--- config.mk ---
export PLATFORM = sky130hd
export DESIGN_NAME = fifo_rd_stream_flat
export DESIGN_NICKNAME = d
export VERILOG_FILES = /design/src/rtl/fifo_rd_stream_if.sv /design/src/rtl/fifo_rd_stream.sv /design/src/flat_wrapper.sv
export SDC_FILE = /design/constraint.sdc
export NUM_CORES = 1
export LEC_CHECK = 0
export CAP_MARGIN = 20
export CELL_PAD_IN_SITES_DETAIL_PLACEMENT = 0
export CELL_PAD_IN_SITES_GLOBAL_PLACEMENT = 2
export CORE_MARGIN = 2
export CORE_UTILIZATION = 37
export CTS_CLUSTER_DIAMETER = 60
export DETAILED_ROUTE_END_ITERATION = 7
export GPL_ROUTABILITY_DRIVEN = 0
export PLACE_DENSITY = 0.89
export REMOVE_ABC_BUFFERS = 1
export SYNTH_ARGS = -nofsm -noshare
export SYNTH_HDL_FRONTEND = slang
export SYNTH_SLANG_ARGS = --single-unit
export TNS_END_PERCENT = 5
--- constraint.sdc ---
create_clock -name rdclk -period 7.2 [get_ports rdclk]
set_clock_uncertainty 0.1 [all_clocks]
set_input_delay 0.72 -clock rdclk [delete_from_list [all_inputs] [get_ports rdclk]]
set_output_delay 0.72 -clock rdclk [all_outputs]
set_load 0.03 [all_outputs]
--- src/rtl/fifo_rd_stream_if.sv ---
// FIFO read port and framed output stream of fifo_rd_stream.
// The master modport is the consumer block; slave is the FIFO plus downstream sink.
interface fifo_rd_stream_if #(
    parameter int DATA_W = 8
);
    logic              fifo_empty;
    logic              fifo_pop;
    logic [DATA_W-1:0] fifo_data;
    logic              out_valid;
    logic              out_ready;
    logic [DATA_W-1:0] out_data;
    logic              out_last;

    modport master (
        input  fifo_empty, fifo_data, out_ready,
        output fifo_pop, out_valid, out_data, out_last
    );

    modport slave (
        output fifo_empty, fifo_data, out_ready,
        input  fifo_pop, out_valid, out_data, out_last
    );
endinterface

--- src/rtl/fifo_rd_stream.sv ---
// Read-domain FIFO consumer: pops words into a 2-entry skid buffer and emits a BURST_LEN-framed valid/ready stream.
// Defining FIFO_RD_STATS_EN adds word_cnt (transfers) and stall_cnt (saturating stall cycles) outputs.
module fifo_rd_stream #(
    parameter int DATA_W    = 8,
    parameter int BURST_LEN = 4
) (
    input  logic             rdclk,
    input  logic             rd_rst,
    input  logic             en,
    fifo_rd_stream_if.master bus,
    output logic             busy
`ifdef FIFO_RD_STATS_EN
    ,
    output logic [31:0]      word_cnt,
    output logic [15:0]      stall_cnt
`endif
);

    typedef enum logic [1:0] {
        IDLE = 2'd0,
        RUN  = 2'd1,
        STOP = 2'd2
    } state_t;

    localparam logic [7:0] LAST_BEAT = 8'(BURST_LEN - 1);

    state_t            state_q, state_d;
    logic [1:0]        occ_q, occ_d;
    logic              inflight_q;
    logic [7:0]        beat_q, beat_d;
    logic              head_q, head_d;
    logic [DATA_W-1:0] buf_q [2];

    logic              valid_s;
    logic              xfer_s;
    logic              pop_s;
    logic              tail_s;
    logic [2:0]        level_s;

    // Buffer level after this cycle's capture and transfer decides whether one more pop still fits.
    always_comb begin
        valid_s = (occ_q != 2'd0);
        xfer_s  = valid_s && bus.out_ready;
        level_s = {1'b0, occ_q} + {2'b00, inflight_q} - {2'b00, xfer_s};
        pop_s   = (state_q == RUN) && !bus.fifo_empty && (level_s < 3'd2);
        occ_d   = level_s[1:0];
        tail_s  = head_q ^ occ_q[0];
        if (xfer_s) begin
            head_d = ~head_q;
            if (beat_q == LAST_BEAT) begin
                beat_d = 8'd0;
            end else begin
                beat_d = beat_q + 8'd1;
            end
        end else begin
            head_d = head_q;
            beat_d = beat_q;
        end
    end

    // Pop enable state: STOP waits for the in-flight word and the buffer to drain before leaving.
    always_comb begin
        state_d = state_q;
        case (state_q)
            IDLE: begin
                if (en) begin
                    state_d = RUN;
                end else begin
                    state_d = IDLE;
                end
            end
            RUN: begin
                if (!en) begin
                    state_d = STOP;
                end else begin
                    state_d = RUN;
                end
            end
            STOP: begin
                if (!inflight_q && (occ_q == 2'd0)) begin
                    if (en) begin
                        state_d = RUN;
                    end else begin
                        state_d = IDLE;
                    end
                end else begin
                    state_d = STOP;
                end
            end
            default: state_d = IDLE;
        endcase
    end

    // Control state registers.
    always_ff @(posedge rdclk or posedge rd_rst) begin
        if (rd_rst) begin
            state_q    <= IDLE;
            occ_q      <= 2'd0;
            inflight_q <= 1'b0;
            beat_q     <= 8'd0;
            head_q     <= 1'b0;
        end else begin
            state_q    <= state_d;
            occ_q      <= occ_d;
            inflight_q <= pop_s;
            beat_q     <= beat_d;
            head_q     <= head_d;
        end
    end

    // Skid buffer: the word returned one cycle after a pop lands at the tail.
    always_ff @(posedge rdclk or posedge rd_rst) begin
        if (rd_rst) begin
            buf_q[0] <= {DATA_W{1'b0}};
            buf_q[1] <= {DATA_W{1'b0}};
        end else if (inflight_q) begin
            buf_q[tail_s] <= bus.fifo_data;
        end
    end

    assign bus.fifo_pop  = pop_s;
    assign bus.out_valid = valid_s;
    assign bus.out_data  = buf_q[head_q];
    assign bus.out_last  = valid_s && (beat_q == LAST_BEAT);
    assign busy          = (state_q != IDLE);

`ifdef FIFO_RD_STATS_EN
    logic [31:0] word_cnt_q;
    logic [15:0] stall_cnt_q;

    // Transfer counter wraps; stall counter sticks at its maximum.
    always_ff @(posedge rdclk or posedge rd_rst) begin
        if (rd_rst) begin
            word_cnt_q  <= 32'd0;
            stall_cnt_q <= 16'd0;
        end else begin
            if (xfer_s) begin
                word_cnt_q <= word_cnt_q + 32'd1;
            end
            if (valid_s && !bus.out_ready && (stall_cnt_q != 16'hFFFF)) begin
                stall_cnt_q <= stall_cnt_q + 16'd1;
            end
        end
    end

    assign word_cnt  = word_cnt_q;
    assign stall_cnt = stall_cnt_q;
`endif

endmodule

--- src/flat_wrapper.sv ---
// flat-port wrapper written by rule: the top's interface ports become plain ports
module fifo_rd_stream_flat 
#(
    parameter int DATA_W    = 8,
    parameter int BURST_LEN = 4
)
  (rdclk, rd_rst, en, busy, bus_fifo_empty, bus_fifo_data, bus_out_ready, bus_fifo_pop, bus_out_valid, bus_out_data, bus_out_last);
  fifo_rd_stream_if #(.DATA_W(DATA_W)) bus_i ();
  input  logic rdclk;
  input  logic rd_rst;
  input  logic en;
  output logic busy;
  input wire logic [$bits(bus_i.fifo_empty)-1:0] bus_fifo_empty;
  input wire logic [$bits(bus_i.fifo_data)-1:0] bus_fifo_data;
  input wire logic [$bits(bus_i.out_ready)-1:0] bus_out_ready;
  output wire logic [$bits(bus_i.fifo_pop)-1:0] bus_fifo_pop;
  output wire logic [$bits(bus_i.out_valid)-1:0] bus_out_valid;
  output wire logic [$bits(bus_i.out_data)-1:0] bus_out_data;
  output wire logic [$bits(bus_i.out_last)-1:0] bus_out_last;
  assign bus_i.fifo_empty = bus_fifo_empty;
  assign bus_i.fifo_data = bus_fifo_data;
  assign bus_i.out_ready = bus_out_ready;
  assign bus_fifo_pop = bus_i.fifo_pop;
  assign bus_out_valid = bus_i.out_valid;
  assign bus_out_data = bus_i.out_data;
  assign bus_out_last = bus_i.out_last;
  fifo_rd_stream #(.DATA_W(DATA_W), .BURST_LEN(BURST_LEN)) u_core (.rdclk(rdclk), .rd_rst(rd_rst), .en(en), .bus(bus_i), .busy(busy));
endmodule
==> results of run 1 <==
## cell families after synthesis
| kind of cell | count (synthesis) | share of synthesized area [%] |
|---|---|---|
| buffers and inverters | 9 | 3.43 |
| XOR/XNOR | 8 | 4.93 |
| AND/OR/NAND/NOR | 25 | 9.51 |
| flip-flops | 30 | 52.8 |
| adder cells (fa/ha/maj) | 4 | 4.05 |
| AO/OA/AOI/OAI | 7 | 3.35 |
| multiplexers | 25 | 21.9 |
## layout by cell type (no fill, tap or decap), drive strengths merged
| master | synthesis | routed |
|---|---|---|
| ha | 3 | 3 |
| nor4 | 2 | 2 |
| clkdlybuf4s50 | 0 | 24 |
| xor2 | 3 | 3 |
| nand2b | 2 | 2 |
| clkbuf | 0 | 6 |
| buf | 2 | 1 |
| xnor2 | 5 | 5 |
| nand2 | 7 | 7 |
| and2 | 2 | 2 |
| or4b | 1 | 1 |
| inv | 7 | 7 |
| nor2 | 2 | 2 |
| dfrtp | 30 | 30 |
| fa | 1 | 1 |
| o31ai | 1 | 1 |
| mux2 | 25 | 25 |
| and3 | 1 | 1 |
| nand4 | 1 | 1 |
| o211ai | 1 | 1 |
| o21ai | 3 | 3 |
| o22ai | 1 | 1 |
| nor3 | 2 | 2 |
| or2 | 5 | 5 |
| o2111a | 1 | 1 |
| bufinv | 0 | 1 |
## power by group through the flow
stage                     registers (W)  clock network, W  logic [W]
after detailed placement       0.000314                 0   0.000400
final                          0.000311          0.000168   0.000400
after global routing           0.000325          0.000183   0.000431
after floorplan                0.000294                 0   0.000283
after global placement         0.000309                 0   0.000391
after CTS                      0.000312          0.000174   0.000404
## cell type report
class                           instances  area [sq um]  area share (%)
Tap cell                               48          60.1            3.27
Multi-Input combinational cell         69           622            33.8
Clock buffer                            6          82.6            4.49
Timing Repair Buffer                   25           268            14.6
Clock inverter                          1          30.0            1.63
Sequential cell                        30           751            40.8
Inverter                                7          26.3            1.43
## worst max-delay path, cell delays in order
cell and delay, ps:
sky130_fd_sc_hd__clkdlybuf4s50_1 450, sky130_fd_sc_hd__o21ai_0 230, sky130_fd_sc_hd__inv_1 100, sky130_fd_sc_hd__ha_1 290, sky130_fd_sc_hd__inv_1 40, sky130_fd_sc_hd__ha_1 190
sky130_fd_sc_hd__fa_1 480, sky130_fd_sc_hd__nor4_1 350, sky130_fd_sc_hd__clkdlybuf4s50_1 740
## path summary, 6_finish.rpt
| check | start | end | slack, ps |
|---|---|---|---|
| min reg2reg | u_core.buf_q[1] | u_core.buf_q[1] | 400 |
| max in group asynchronous | rd_rst | u_core.state_q[1] | 5950 |
| max reg2reg | u_core.occ_q[1] | u_core.inflight_q | 4610 |
| min in group asynchronous | rd_rst | u_core.buf_q[12] | 620 |
| min | u_core.buf_q[1] | u_core.buf_q[1] | 400 |
| max | bus_out_ready | bus_fifo_pop | 2790 |
## per-layer routing
layer | up-vias | share of wire, % | routed length (microns)
met4 | 0 | 2.4 | 59
met5 | - | 0 | 0
met2 | 26 | 46 | 1140
met1 | 438 | 45 | 1140
li1 | 428 | - | -
met3 | 8 | 6.5 | 162
## registers in the layout (all words and copies together), names as in the netlist
| register | cells |
|---|---|
| u_core.head_q | 1 |
| u_core.occ_q | 2 |
| u_core.inflight_q | 1 |
| u_core.state_q | 2 |
| u_core.beat_q | 8 |
| u_core.buf_q | 16 |
## cells in the mapped netlist, types with 2 or more instances
cell	n
sky130_fd_sc_hd__nor3_1	2
sky130_fd_sc_hd__buf_6	2
sky130_fd_sc_hd__nand2b_1	2
sky130_fd_sc_hd__or2_2	4
sky130_fd_sc_hd__nor4_1	2
sky130_fd_sc_hd__xor2_1	3
sky130_fd_sc_hd__mux2_4	8
sky130_fd_sc_hd__mux2_2	17
sky130_fd_sc_hd__nor2_1	2
sky130_fd_sc_hd__and2_1	2
sky130_fd_sc_hd__inv_1	7
sky130_fd_sc_hd__o21ai_0	3
sky130_fd_sc_hd__xnor2_1	5
sky130_fd_sc_hd__ha_1	3
sky130_fd_sc_hd__dfrtp_1	30
sky130_fd_sc_hd__nand2_1	7
## through the flow
step           hold WS [ps]  area, sq um  instances  total power (W)
2_1_floorplan           369         1400        106         0.000578
3_3_place_gp            381         1700        178         0.000700
3_5_place_dp            387         1730        179         0.000714
4_1_cts                 403         1840        186         0.000889
5_1_grt                 413         1840        186         0.000938
6_report                400         1840        186         0.000879
==> results by stage, run 1 <==
Power and ir drop:
- The internal portion of the total power is 0.000571 W.
- For this design the ratio of total power to cell area is 478 mW/mm^2.
- The maximum vdd drop is 0.000249 V.
- Of the total power, the share spent switching nets is 35.0%.
- For this design the total switching power over the nets is 0.000308 W.
- Sequential cells account for 35.4% of the total power.
- The fraction of power consumed by the clock network is 19.1%.
- Summed over all cells, the static leakage comes to 0.826 nW.
- The combinational power share is 45.5%.

Yosys:
- Among all flip-flop cells after synthesis, the most frequent one is sky130_fd_sc_hd__dfrtp_1.
- After technology mapping, the gate count stands at 108.
- In this run, synthesis produced a sequential element count of 30.
- Each instance of the synthesized netlist takes up on average 13.2 sq um.
- After synthesis, the cell types taking the most area are sky130_fd_sc_hd__dfrtp_1 (53%), sky130_fd_sc_hd__mux2_2 (13%), sky130_fd_sc_hd__mux2_4 (8.5%).
- sky130_fd_sc_hd__dfrtp_1 takes more of the synthesized area than any other cell.
- The sequential share of the synthesized area is 52.8%.
- Summed over its instances, the top area cell type makes up 52.8% of the synthesized netlist area.
- The number of synthesized flops with an enable pin is 0.
- The number of distinct library cells after synthesis is 25.
- The proportion of register bits with asynchronous set or reset after synthesis is 100%.
- The count of synthesis-stage warnings from yosys is 0.
- The cell area after synthesis is 0.00142 sq mm.

Floorplan:
- The vertical extent of the die is 66.0 microns.
- The count of standard-cell rows is 22.
- The count of boundary I/O pins is 25.
- The floorplan step defined a die boundary enclosing 0.00435 sq mm.
- The die width is 66.0 microns.
- The total area inside the core boundary comes to 0.00369 sq mm.
- The effective utilization at floorplan is 38.5%.

Setup path:
- Data on the critical path is required at its endpoint by 6380 ps.
- Along the worst path, the maximum fanout reaches 5.
- The worst setup path is of the in2out kind.
- The type of element capturing the critical path is a primary output.
- The worst setup path is launched from an input port.
- Measured in cells, the most critical reg-to-reg path has a length of 7.
- Data arrives at the worst endpoint at 3590 ps.

Finish:
- For this run, the share of the core covered by cells in the final layout is 49.9%.
- The synthesis-to-finish area growth is 29.4%.
- The number of inserted filler cells in the final layout is 352.
- The number of antenna diodes in the final layout is 0.
- The net count of the finished layout is 155.
- In the final layout, the share of cells above drive strength 1 is 26.8%.

Timing:
- The portion of the clock cycle consumed by the worst path in the final layout is 61.3%.
- The number of pins exceeding their max-slew limit in the final report is 0.
- Setup repair after global routing left no endpoint under its margin.
- The count of endpoints failing hold in the final timing report is 0.
- In the final timing run, aggregate negative setup slack is 0 ps.
- The worst path meets setup with 2790 ps of slack.
- Timing would allow up to 0.227 GHz.
- At the pin with the least slew margin, the transition time is 542 ps.
- Setup violations remaining at the end of the flow were counted as 0.
- The worst path needs 4410 ps of the cycle, external delays included.
- The headroom to the max-slew limit is 63.9%.

Global route:
- The via count of the first global-routing pass was 964.
- Global routing consumed, on the met3 layer, 5.45% of the routing resources.
- The total global routing track utilization is 13.4%.
- The global routing stage identified its most utilized layer as met2.
- The number of antenna violations at the first check in global routing is 0.
- In the global route stage, met1 resource usage came out at 16.1%.
- Global routing used 20.7% of the available met2 tracks.
- The overflow left after global routing is 0.
- The first global-routing pass estimated 4240 microns of wire.
- Entering global routing, the biggest net connects 24 pins.

Detailed routing:
- The vias per cell is 4.84.
- The detailed router finished its first iteration with 13 violations.
- After detailed routing, the total wire length is 2500 microns.
- For this run, the detailed router's first-pass iteration total came to 4.
- The via count is 900.
- In the routed design, unresolved DRC markers number 0.
- The count of antenna-violating nets left after detailed routing is 0.
- The per-cell routed wire length is 13.4 microns.

CTS:
- The later pin in the worst-skew pair is clocked with a latency of 280 ps.
- The number of buffers inserted by hold repair at cts is 0.
- The H-tree level count is 2.
- Post-CTS timing repair inserted 0 buffers for setup.
- Counting the buffers created by CTS gives 5.
- In this run the clock root is driven by a sky130_fd_sc_hd__clkbuf_8.
- TritonCTS built the clock tree.
- After clock tree synthesis, the repair step resized 0 gates.
- The CTS clock-pin slew for the worst setup and hold paths is 60 ps.
- Clock tree synthesis found a total of 30 sinks.
- The buffer levels on the longest clock path is 2.

Placement:
- Input and output buffers added on the ports amount to 24.
- The worst slack at placement is 2780 ps.
- The estimated wirelength of the detail-placed design is 1770 microns.

Min path:
- The worst hold-check path type is reg2reg.
- Counting instances, the worst hold path has a depth of 1.

Job:
- The number of violations of the max-capacitance limit is 0.

Run status:
- The flow ran to the end, and the final reports show no timing, DRC or antenna violations.
No activity file was read; power rests on OpenSTA's default activity.
==> inputs of run 2 (changes only) <==
CORE_UTILIZATION = 35   (was 37)
PLACE_DENSITY = 0.85   (was 0.89)
clock period = 4.4 ns   (was 7.2 ns; I/O delays follow)
==> results by stage, run 2 (synthesis gave the netlist of run 1 again) <==
Finish:
- The top register by number of flip-flops is u_core.buf_q (unchanged).
- The synthesis-to-finish area growth was 27.2% (was 29.4%).
- The number of antenna cells inserted is 0 (unchanged).
- Commonest cells after routing, fill and taps aside: sky130_fd_sc_hd__dfrtp_1 (30), sky130_fd_sc_hd__clkdlybuf4s50_1 (24), sky130_fd_sc_hd__mux2_2 (17) (unchanged).
- The utilization after layout came to 45.9% (was 49.9%).
- The fraction of final layout cells with drive strength greater than 1 is 26.8% (unchanged).
- The number of nets in the layout came to 155 (unchanged).
- The most common cell after layout, fill and taps aside is sky130_fd_sc_hd__dfrtp_1 (unchanged).
- The flip-flop count of the largest register, all copies and words added is 16 (unchanged).
- The number of inserted filler cells in the final layout is 356 (was 352).
- Largest registers: u_core.buf_q (16), u_core.beat_q (8) (unchanged).
- The design area was 0.00181 sq mm (was 0.00184 sq mm).

CTS:
- The number of gates resized after cts came to 0 (unchanged).
- The number of buffers inserted by post-CTS setup repair is 0 (unchanged).
- The CTS clock-pin slew for the worst setup and hold paths was 60 ps (about the same).
- The CTS tree is yes (unchanged).
- The total clock sinks is 30 (unchanged).
- The number of buffers inserted by hold repair at cts was 0 (unchanged).
- The H-tree level count was 2 (unchanged).
- The insertion delay to the later sink of the worst-skew pair was 270 ps (was 280 ps).
- The cell chosen for the clock root is sky130_fd_sc_hd__clkbuf_8 (unchanged).
- The CTS buffer count is 5 (unchanged).
- The buffer levels on the longest clock path is 2 (unchanged).

Floorplan:
- The count of standard-cell rows is 23 (was 22).
- The core box area is 0.00394 sq mm (was 0.00369 sq mm).
- The effective utilization at floorplan is 36.1% (was 38.5%).
- The count of boundary I/O pins was 25 (unchanged).
- The die width came to 67.7 microns (was 66.0 microns).
- The die area came to 0.00459 sq mm (was 0.00435 sq mm).
- The vertical extent of the die is 67.7 microns (was 66.0 microns).

Job:
- The number of violations of the max-capacitance limit is 0 (unchanged).

Global route:
- The via count of the first global-routing pass was 905 (was 964).
- The met2 global-route usage is 19.1% (was 20.7%).
- The overflow left after global routing is 0 (unchanged).
- The most congested layer reported by global routing is met2 (unchanged).
- The global-route track usage on met3 was 4.50% (was 5.45%).
- The wire length of the first global-routing pass came to 4110 microns (was 4240 microns).
- The global routing met1 resource utilization was 16.6% (was 16.1%).
- The largest net degree at the start of global routing is 25 (was 24).
- The number of antenna violations at the first check in global routing is 0 (unchanged).
- The total global routing track utilization is 12.4% (was 13.4%).

Setup path:
- The type of element capturing the critical path is a primary output (unchanged).
- The endpoint arrival time on the critical path is 3430 ps (was 3590 ps).
- The critical path class is reg2out (was in2out).
- The critical path launch point type was a flop (was input port).
- The library cell contributing the largest single delay on the critical path is sky130_fd_sc_hd__clkdlybuf4s50_1 (unchanged).
- The required time reported for the critical path endpoint is 3860 ps (was 6380 ps).
- The highest fanout seen on the critical path is 6 (was 5).
- The family of cells with the greatest summed delay on the critical path was adder cells (was buffers and inverters).
- The sum of buffers and inverters on the critical path is 3 (was 4).
- Critical path cell sequence: o21ai_0, inv_1, ha_1, inv_1, ha_1, fa_1, nor4_1, clkdlybuf4s50_1 (was clkdlybuf4s50_1, o21ai_0, inv_1, ha_1, inv_1, ha_1, fa_1, nor4_1, clkdlybuf4s50_1).
- The stage delay of the slowest cell on the critical path is 740 ps (about the same).

Timing:
- The count of endpoints failing hold in the final timing report is 0 (unchanged).
- The headroom to the max-slew limit is 63.4% (was 63.9%).
- Unrepaired setup endpoints after global routing: no (unchanged).
- The fmax is 0.252 GHz.
- The minimum clock period is 3970 ps.
- Dividing the final minimum period by the clock period gives 90.3%.
- The number of pins exceeding their max-slew limit in the final report came to 0 (unchanged).
- The accumulated negative setup slack is 0 ps (unchanged).
- The final number of setup-violating endpoints is 0 (unchanged).
- The pin slew with the least headroom to its limit is 544 ps (was 542 ps).

Detailed routing:
- The count of antenna-violating nets left after detailed routing came to 0 (unchanged).
- The post-route DRC violation count came to 0 (unchanged).
- The number of design-rule violations left by the first detailed-router iteration is 14 (was 13).
- The number of iterations in the first detailed-routing pass is 4 (unchanged).
- The vias per cell is 4.83 (was 4.84).
- The final wirelength came to 2490 microns (was 2500 microns).
- The via count was 908 (was 900).
- The per-cell routed wire length came to 13.3 microns (was 13.4 microns).

Run status:
- Result of the run: finished, final reports clean (unchanged).

Placement:
- The standard cell area after detailed placement is 0.00173 sq mm (about the same).
- The estimated wirelength of the detail-placed design is 1760 microns (was 1770 microns).
- The number of buffers inserted by port buffering is 24 (unchanged).

Power and ir drop:
- The maximum vdd drop is 0.000328 V (was 0.000249 V).
- The power density of the placed cells is 753 mW/mm^2 (was 478 mW/mm^2).
- The leakage power of the design is 0.813 nW (was 0.826 nW).

Min path:
- The worst hold-check path type is in2async (was reg2reg).
[run 2: layout make-up]
| class | instances | area [sq um] | area share (%) |
|---|---|---|---|
| sequential | 30 | 751 | 41.5 |
| inverter | 7 | 26.3 | 1.45 |
| tap | 50 | 62.6 | 3.46 |
| clock buffer | 5 | 68.8 | 3.81 |
| multi-input combinational | 69 | 622 | 34.4 |
| timing repair buffer | 25 | 268 | 14.8 |
| clock inverter | 2 | 10.0 | 0.554 |
[run 2: power by group]
group | switching [W] | internal, W
sequential | 0.000109 | 0.000403
clock | 0.0000962 | 0.000106
combinational | 0.000297 | 0.000350
[run 2: layer usage]
metal  wire length (microns)  vias to the layer above
li1                        -                      435
met5                       0                        -
met3                     189                        2
met2                    1140                       30
met1                    1140                      441
met4                      18                        0
[run 2: final timing paths]
path	slack, ps	to	cells past startpoint	start
max	430	bus_fifo_pop	8	u_core.occ_q[1]
min	320	u_core.buf_q[4]	2	rd_rst
max in group asynchronous	3450	u_core.beat_q[1]	3	rd_rst
min reg2reg	400	u_core.buf_q[2]	1	u_core.buf_q[2]
min in group rdclk	400	u_core.buf_q[2]	1	u_core.buf_q[2]
max reg2reg	1760	u_core.inflight_q	7	u_core.occ_q[1]
[run 2: metrics by stage]
step / worst slack [ps] / total power [W] / std cells / hold WS [ps]
after global placement: 650 / 0.00115 / 180 / 382
final: 426 / 0.00136 / 188 / 324
after detailed placement: 541 / 0.00117 / 181 / 387
after global routing: 123 / 0.00146 / 188 / 339
after floorplan: 985 / 0.000945 / 106 / 369
after CTS: 410 / 0.00138 / 188 / 324
